--- config.mk ---
export PLATFORM = sky130hd
export DESIGN_NAME = dft_frame_sequencer
export DESIGN_NICKNAME = d
export VERILOG_FILES = /design/src/rtl/dft_frame_sequencer.sv
export SDC_FILE = /design/constraint.sdc
export NUM_CORES = 2
export LEC_CHECK = 0
export BUFFER_PORTS_ARGS = -buffer_cell sky130_fd_sc_hd__buf_2
export CORE_ASPECT_RATIO = 2
export CORE_MARGIN = 10
export CORE_UTILIZATION = 51
export DETAILED_ROUTE_END_ITERATION = 16
export HOLD_SLACK_MARGIN = 0.1
export MAX_ROUTING_LAYER = met4
export PLACE_DENSITY = 0.7
export SETUP_SLACK_MARGIN = 0.3
export SLEW_MARGIN = 10
export SYNTH_ARGS = -nofsm -noshare
export SYNTH_HDL_FRONTEND = slang
export SYNTH_SLANG_ARGS = --single-unit
--- constraint.sdc ---
create_clock -name clk -period 9.29 [get_ports clk]
set_input_delay 0.4645 -clock clk [delete_from_list [all_inputs] [get_ports clk]]
set_output_delay 0.4645 -clock clk [all_outputs]
set_load 0.005 [all_outputs]
--- src/rtl/dft_frame_sequencer.sv ---
// Frame controller for the DFT engine: buffers a frame, bursts it in, starts the engine, streams results.
// Optional wait-state watchdog enabled by defining DFT_SEQ_WATCHDOG_EN.
module dft_frame_sequencer #(
  parameter int DATA_W  = 32,
  parameter int N_PTS   = 128,
  parameter int IDX_W   = 7,
  parameter int TMO_CYC = 65535
) (
  input  logic              clk,
  input  logic              n_reset,
  input  logic              s_valid,
  output logic              s_ready,
  input  logic [DATA_W-1:0] s_data,
  output logic [DATA_W-1:0] dft_time_data,
  output logic              dft_start,
  output logic [IDX_W-1:0]  dft_harm,
  output logic [IDX_W-1:0]  dft_ampl_idx,
  input  logic              dft_done,
  input  logic [DATA_W-1:0] dft_cos,
  input  logic [DATA_W-1:0] dft_sin,
  input  logic [DATA_W-1:0] dft_ampl,
  output logic              m_valid,
  input  logic              m_ready,
  output logic [DATA_W-1:0] m_cos,
  output logic [DATA_W-1:0] m_sin,
  output logic [DATA_W-1:0] m_ampl,
  output logic [IDX_W-1:0]  m_index,
  output logic              m_last,
  output logic              busy,
  output logic              err
);

  typedef enum logic [2:0] {
    ST_FILL,
    ST_BURST,
    ST_START,
    ST_WAIT_BUSY,
    ST_WAIT_DONE,
    ST_READ
  } state_t;

  localparam logic [IDX_W-1:0] LAST_IDX = IDX_W'(N_PTS - 1);

  state_t            state_reg;
  logic [IDX_W-1:0]  wp_reg;
  logic [IDX_W-1:0]  rp_reg;
  logic [IDX_W-1:0]  bin_reg;
  logic              cap_done_reg;
  logic [DATA_W-1:0] buf_mem [N_PTS];
  logic              wr_en;
  logic              wd_expire;

  assign wr_en        = n_reset && (state_reg == ST_FILL) && s_valid && s_ready;
  assign dft_harm     = bin_reg;
  assign dft_ampl_idx = bin_reg;

  always_ff @(posedge clk) begin
    if (wr_en) buf_mem[wp_reg] <= s_data;
  end

`ifdef DFT_SEQ_WATCHDOG_EN
  localparam int TMO_W = $clog2(TMO_CYC + 1);

  logic [TMO_W-1:0] wd_cnt_reg;
  logic             err_reg;
  logic             in_wait;
  logic             wd_restart;

  assign in_wait    = (state_reg == ST_WAIT_BUSY) || (state_reg == ST_WAIT_DONE);
  // The WAIT_BUSY -> WAIT_DONE hop restarts the count for the second wait.
  assign wd_restart = (state_reg == ST_WAIT_BUSY) && !dft_done;
  assign wd_expire  = in_wait && (wd_cnt_reg == TMO_W'(TMO_CYC));
  assign err        = err_reg;

  always_ff @(posedge clk) begin
    if (!n_reset || !in_wait || wd_restart) wd_cnt_reg <= '0;
    else if (!wd_expire)                    wd_cnt_reg <= wd_cnt_reg + 1'b1;
    if (!n_reset)       err_reg <= 1'b0;
    else if (wd_expire) err_reg <= 1'b1;
  end
`else
  assign wd_expire = 1'b0;
  assign err       = 1'b0;
  if (TMO_CYC < 1) begin : g_tmo_unused
  end
`endif

  always_ff @(posedge clk) begin
    if (!n_reset) begin
      state_reg     <= ST_FILL;
      wp_reg        <= '0;
      rp_reg        <= '0;
      bin_reg       <= '0;
      cap_done_reg  <= 1'b0;
      s_ready       <= 1'b1;
      dft_time_data <= '0;
      dft_start     <= 1'b0;
      m_valid       <= 1'b0;
      m_cos         <= '0;
      m_sin         <= '0;
      m_ampl        <= '0;
      m_index       <= '0;
      m_last        <= 1'b0;
      busy          <= 1'b0;
    end else begin
      dft_start <= 1'b0;
      if (wd_expire) begin
        state_reg <= ST_FILL;
        wp_reg    <= '0;
        s_ready   <= 1'b1;
        busy      <= 1'b0;
      end else begin
        case (state_reg)
          ST_FILL: begin
            if (s_valid && s_ready) begin
              wp_reg <= wp_reg + 1'b1;
              if (wp_reg == LAST_IDX) begin
                // rp is 0 here: prefetch entry 0 so the burst starts in the first BURST cycle.
                s_ready       <= 1'b0;
                busy          <= 1'b1;
                dft_time_data <= buf_mem[rp_reg];
                rp_reg        <= rp_reg + 1'b1;
                state_reg     <= ST_BURST;
              end
            end
          end
          ST_BURST: begin
            if (rp_reg == '0) begin
              dft_time_data <= '0;
              dft_start     <= 1'b1;
              state_reg     <= ST_START;
            end else begin
              dft_time_data <= buf_mem[rp_reg];
              rp_reg        <= rp_reg + 1'b1;
            end
          end
          ST_START: begin
            state_reg <= ST_WAIT_BUSY;
          end
          ST_WAIT_BUSY: begin
            if (!dft_done) state_reg <= ST_WAIT_DONE;
          end
          ST_WAIT_DONE: begin
            if (dft_done) begin
              bin_reg      <= '0;
              cap_done_reg <= 1'b0;
              state_reg    <= ST_READ;
            end
          end
          ST_READ: begin
            if (!cap_done_reg && (!m_valid || m_ready)) begin
              m_cos   <= dft_cos;
              m_sin   <= dft_sin;
              m_ampl  <= dft_ampl;
              m_index <= bin_reg;
              m_last  <= (bin_reg == LAST_IDX);
              m_valid <= 1'b1;
              bin_reg <= bin_reg + 1'b1;
              if (bin_reg == LAST_IDX) cap_done_reg <= 1'b1;
            end else if (m_valid && m_ready && m_last) begin
              m_valid   <= 1'b0;
              m_last    <= 1'b0;
              wp_reg    <= '0;
              s_ready   <= 1'b1;
              busy      <= 1'b0;
              state_reg <= ST_FILL;
            end
          end
          default: state_reg <= ST_FILL;
        endcase
      end
    end
  end

endmodule

# After elaboration in Yosys (flattened, before gate mapping)
# Memory sizes are Yosys's and may differ from the RTL's. A register that Yosys moved wholly into a read port is not among the register bits.
# Cells that the tools add are included.
[classes]
eq_ne = 17
n_reduce_logical = 26
n_mux = 44
addsub = 3
[ops]
columns = ["op", "count"]
rows = [
  ["32-bit two-way mux", 3],
  ["7-bit two-way mux", 10],
  ["32-bit case mux with 2 select lines", 1],
  ["7-bit case mux with 2 select lines", 3],
  ["7-bit by 1-bit adder with 7-bit output (second input constant)", 3],
  ["3-bit two-way mux", 7],
  ["3-bit case mux with 6 select lines", 1],
  ["1-bit two-way mux", 16],
  ["2-bit != test (second input constant)", 8],
  ["7-bit == test (second input constant)", 2],
  ["4-bit AND reduction", 3],
  ["2-bit nonzero test", 4],
  ["1-bit logical AND", 7],
  ["7-bit logical NOT", 1],
  ["7-bit AND reduction", 1],
  ["3-bit by 2-bit == test with 1-bit output (second input constant)", 2],
  ["3-bit == test (second input constant)", 2],
  ["1-bit case mux with 2 select lines", 3],
  ["2-bit AND reduction", 3],
  ["3-bit AND reduction", 2],
  ["5-bit AND reduction", 1],
  ["2-bit by 1-bit != test with 1-bit output (second input constant)", 2],
  ["3-bit by 1-bit == test with 1-bit output (second input constant)", 1],
  ["3-bit logical NOT", 1],
  ["2 further kinds", 3],
]
[totals]
regBits = 165
output_inout_bits = 155
mem_count = 1
wordCells = 106
ramBits = 4096
[memory_table]
columns = ["name", "words", "word_bits", "read_ports", "rd_ports_with_merged_regs", "write_ports", "line", "text"]
rows = [
  ["buf_mem", 128, 32, 1, 1, 1, "49", "logic [DATA_W-1:0] buf_mem [N_PTS];"],
]

# Logic depth before layout (Yosys ltp)
[logic_depth]
word_depth = 6
ltp_mapped = 13

# Worst setup path before layout
# Ideal clock, no wire load.
[synth_timing]
path_type = "register to register"
start = "register state_reg[1]"
end = "memory buf_mem[110][0] (enable)"
setup_time_ns = 0.421
n_path_buf = 2
t_required_ns = 8.869
stages_incl_launch_ff = 9
arrival_ns = 3.164
period_less_slack_ns = 3.585
setup_slack_ns = 5.705
path_cell_list = "dfxtp_1 > clkbuf_1 > or2_2 > nor3_1 > nand2_1 > nor2_1 > nand3_1 > clkbuf_1 > nor2_1"
[synth_via]
elab_chain_len = 6
[synth_lines]
columns = ["item", "line", "text"]
rows = [
  ["start: declaration", "44", "state_t state_reg;"],
  ["start signal: assignment", "90", "state_reg <= ST_FILL;"],
  ["start signal: assignment", "108", "state_reg <= ST_FILL;"],
  ["start signal: assignment", "123", "state_reg <= ST_BURST;"],
  ["3-bit logical NOT", "53", "assign wr_en = n_reset && (state_reg == ST_FILL) && s_valid && s_ready;"],
  ["1-bit logical AND (3 in a row)", "53", ""],
  ["1-bit two-way mux", "58", "if (wr_en) buf_mem[wp_reg] <= s_data;"],
  ["1-bit two-way mux (implied by the code)", "58", ""],
  ["end: declaration", "49", ""],
]
# Every way passes these cells.

==> flow_summary.ini <==
[cells_and_area]
layout.filler_cells = 22351
top_register = buf_mem
syn2layout_area_growth_pct = 12.3
largest_register_ffs = 4096
fin_cells = 12436
drive_gt1_share_pct = 27.5
multiInputGateArea_sq_um = 34600
finalNetCount = 8132
finalCoreUtilization_pct = 57.3
area.sequential_sq_um = 126000

[yosys]
post_synth_mux_area_share_pct = 15.9
xor_xnor_fraction_of_synth_area_pct = 0.0809
synth_enable_flop_cells = 4096
yosys.area_share.simple_pct = 2.16
synth.avg_cell_area_sq_um = 21.9
synth.yosys.seq_area_share_pct = 77.9
post_synth_num_cell_types = 55
ys.flop_type = sky130_fd_sc_hd__edfxtp_1
post_synthesis_share_of_cell_area_spent_on_full_adders_half_adders_and_majority_gates_pct = 0.0308
synth_compound_gate_area_share_pct = 2.42
ys_ff_latch = 4268
synthesis.area_sq_um = 162000
synth_warnings = 0
largest_family_of_logic_cells_by_synthesized_area = multiplexers
ys_async_sr_fraction_pct = 0
synth_cells = 7416
synth_nets = 7553

[floorplan]
fp.dieW_microns = 419
io-pin-count = 288
initial_utilization_pct = 51.1
core_area_sq_um = 318000
core.rowCount = 293
die-area_sq_um = 343000
floorplan.die.height_microns = 818

[worst_setup_path]
setup.worst_path.end_class = flop
r2r_cells = 7
critPathLaunchType = flop
timing.critical_path.arrival_ns = 5.92
cp_data_required_time_ns = 10.03
cp_max_fo = 81
rrSetupSlack_ns = 4.11
worstReg2RegEnd = dft_time_data[5]
critical_path_class = flop to flop

[run_status]
violations = capacitance limit
status = finished, violations left

[global_routing]
grt_use_met1_pct = 29.4
grt_antenna_before_repair = 38
globalRouteTotalUtil_pct = 26.0
first_pass_grt_wire_length_microns = 617000
groute.layer.met3.usage_pct = 3.62
met2_usage_pct = 43.6
gr-total-overflow = 0
grt_max_degree = 126
grt_pass1_vias = 82265
gr-max-usage-layer = met2

[timing]
tns_ns = 0
final_hold_viol_count = 0
rsz0062_at_grt = no
timing.final.setup_violations = 0
slew_headroom_pct = 0.876
achievable-frequency_mhz = 193
worst_clock_skew_ns = 0.0428
timing_worst_slew_pin_value_ns = 1.48
finalCriticalPeriod_ns = 5.18
timing_max_transition_violations_final = 0
fin_crit_share_pct = 55.7

[detailed_routing]
dr.pass1.iters = 6
dr.first_iter.drc_count = 9192
wl_microns = 435000
post_drt_via_cell_ratio = 6.46
final_antenna_net_count = 0
drc_violation_count_after_routing = 0
route.detailed.wl_per_inst_microns = 35.0
detailroute.via_count = 80329

[cts]
tritoncts = yes
postCtsSetupRepairBufs = 0
cts.htree.levels = 5
clk_root_buffer_cell = sky130_fd_sc_hd__clkbuf_16
cts.sinks = 4268
cts_resized = 0
worstSkewPairLatency_ns = 0.91
cts.reportedPaths.clkPinSlew_ns = 0.07
cts_hold_buffers = 115
clock_tree.buffer_depth = 4
numCtsBuffers = 335

[placed_design]
dp.cells = 11672
place.gp.congestion = 0.976
dpl.hpwl_microns = 260000
numPortBuffers = 286

[min_path]
hold-path-cell-count = 1
hold_path.startpoint = s_data[2]
worstHoldEndpoint = buf_mem[103][2]
hold_path.class = primary input to flop

[pwr]
power.density_nw_per_um2 = 198
ir_drop_worst_vdd_uv = 160
leakagePower_nw = 55.4

[job]
timing.max_cap.violations = 1
-- power breakdown --
group / internal, W / switching, W / total, W
combinational: 0.0000798 / 0.000390 / 0.000470
sequential: 0.0211 / 0.00000429 / 0.0211
clock: 0.00791 / 0.00661 / 0.0145
-- cells in the mapped netlist (5+ instances only) --
cell type	instances	area [sq um]
sky130_fd_sc_hd__dfxtp_1	172	3440
sky130_fd_sc_hd__nor3_1	10	50.1
sky130_fd_sc_hd__edfxtp_1	4096	123000
sky130_fd_sc_hd__buf_4	71	533
sky130_fd_sc_hd__mux4_2	1035	23300
sky130_fd_sc_hd__xnor2_1	9	78.8
sky130_fd_sc_hd__o221ai_1	20	175
sky130_fd_sc_hd__nor2b_1	22	138
sky130_fd_sc_hd__buf_6	29	327
sky130_fd_sc_hd__nand3_1	138	691
sky130_fd_sc_hd__nand4b_1	6	52.6
sky130_fd_sc_hd__o22ai_1	62	388
sky130_fd_sc_hd__o21bai_1	27	203
sky130_fd_sc_hd__buf_1	28	105
sky130_fd_sc_hd__clkbuf_1	158	593
sky130_fd_sc_hd__nor2_1	197	739
sky130_fd_sc_hd__nand2_1	319	1200
sky130_fd_sc_hd__inv_1	27	101
sky130_fd_sc_hd__o2111ai_1	20	175
sky130_fd_sc_hd__xor2_1	6	52.6
sky130_fd_sc_hd__mux2i_1	235	2350
sky130_fd_sc_hd__and4_1	5	43.8
sky130_fd_sc_hd__o211ai_1	23	173
sky130_fd_sc_hd__nand2b_1	25	156
sky130_fd_sc_hd__buf_2	143	716
sky130_fd_sc_hd__a22oi_1	191	1430
sky130_fd_sc_hd__o21ai_0	47	235
sky130_fd_sc_hd__o21ai_1	5	25.0
sky130_fd_sc_hd__nand4_1	43	269
sky130_fd_sc_hd__o211a_1	5	50.1
sky130_fd_sc_hd__a211oi_1	23	173
sky130_fd_sc_hd__a21oi_1	155	776
sky130_fd_sc_hd__mux2_2	20	225
-- how the worst max path moves through the flow --
stage,depth (start not counted),from,endpoint,slack (ns)
after floorplan,8,state_reg[1],buf_mem[110][0],5.71
after global placement,7,flop,dft_time_data[30],3.69
after detailed placement,7,flop,dft_time_data[5],4.20
after CTS,7,flop,dft_time_data[5],4.18
after global routing,7,flop,dft_time_data[5],3.99
final,7,flop,dft_time_data[5],4.11
-- kinds of logic after synthesis --
kind of cell             count (synthesis)
buffers and inverters                  459
other                                    1
flip-flops                            4268
adder cells (fa/ha/maj)                  4
XOR/XNOR                                15
AND/OR/NAND/NOR                        787
AO/OA/AOI/OAI                          592
multiplexers                          1290
-- metal layers --
metal / vias to the layer above / share of wire (%) / wire length, microns
li1: 32202 / - / -
met1: 42656 / 32 / 141000
met2: 4467 / 52 / 225000
met3: 1004 / 8.1 / 35400
met4: 0 / 7.7 / 33600
met5: - / 0 / 0
-- area by class of cell --
class	count	area share, %
sequential	4268	69.4
multi-input combinational	2689	19.0
clock buffer	412	4.93
tap	4130	2.84
timing repair buffer	671	2.69
clock inverter	191	1.04
inverter	30	0.0666
antenna	45	0.0618
-- worst max-delay path, stage by stage (launching register included) --
cell and delay [ns]:
sky130_fd_sc_hd__dfxtp_4 0.73, sky130_fd_sc_hd__buf_12 0.45, sky130_fd_sc_hd__buf_4 0.70, sky130_fd_sc_hd__nand2_1 0.87
sky130_fd_sc_hd__o221ai_1 0.49, sky130_fd_sc_hd__o2111ai_1 0.77, sky130_fd_sc_hd__nand4_1 0.60, sky130_fd_sc_hd__nand4_1 0.12
-- placed cells by master (no fill, tap or decap), types with 129 or more instances in the layout --
master,instances
sky130_fd_sc_hd__edfxtp_1,4096
sky130_fd_sc_hd__a22oi_1,190
sky130_fd_sc_hd__clkbuf_16,347
sky130_fd_sc_hd__mux4_2,1035
sky130_fd_sc_hd__buf_2,254
sky130_fd_sc_hd__nor2_4,129
sky130_fd_sc_hd__buf_4,281
sky130_fd_sc_hd__mux2i_1,235
sky130_fd_sc_hd__dfxtp_1,166
sky130_fd_sc_hd__nand2_1,313
sky130_fd_sc_hd__nand3_1,135
sky130_fd_sc_hd__a21oi_1,155
-- through the flow --
step | area, sq um | setup slack (ns) | power (W) | hold slack (ns)
floorplan | 162000 | 5.71 | 0.0215 | 0.453
global placement | 170000 | 3.69 | 0.0219 | 0.442
detailed placement | 170000 | 4.20 | 0.0219 | 0.444
CTS | 182000 | 4.18 | 0.0362 | 0.100
global route | 182000 | 3.99 | 0.0369 | 0.160
finish | 182000 | 4.11 | 0.0361 | 0.134
(Power assumes the default switching activity.)
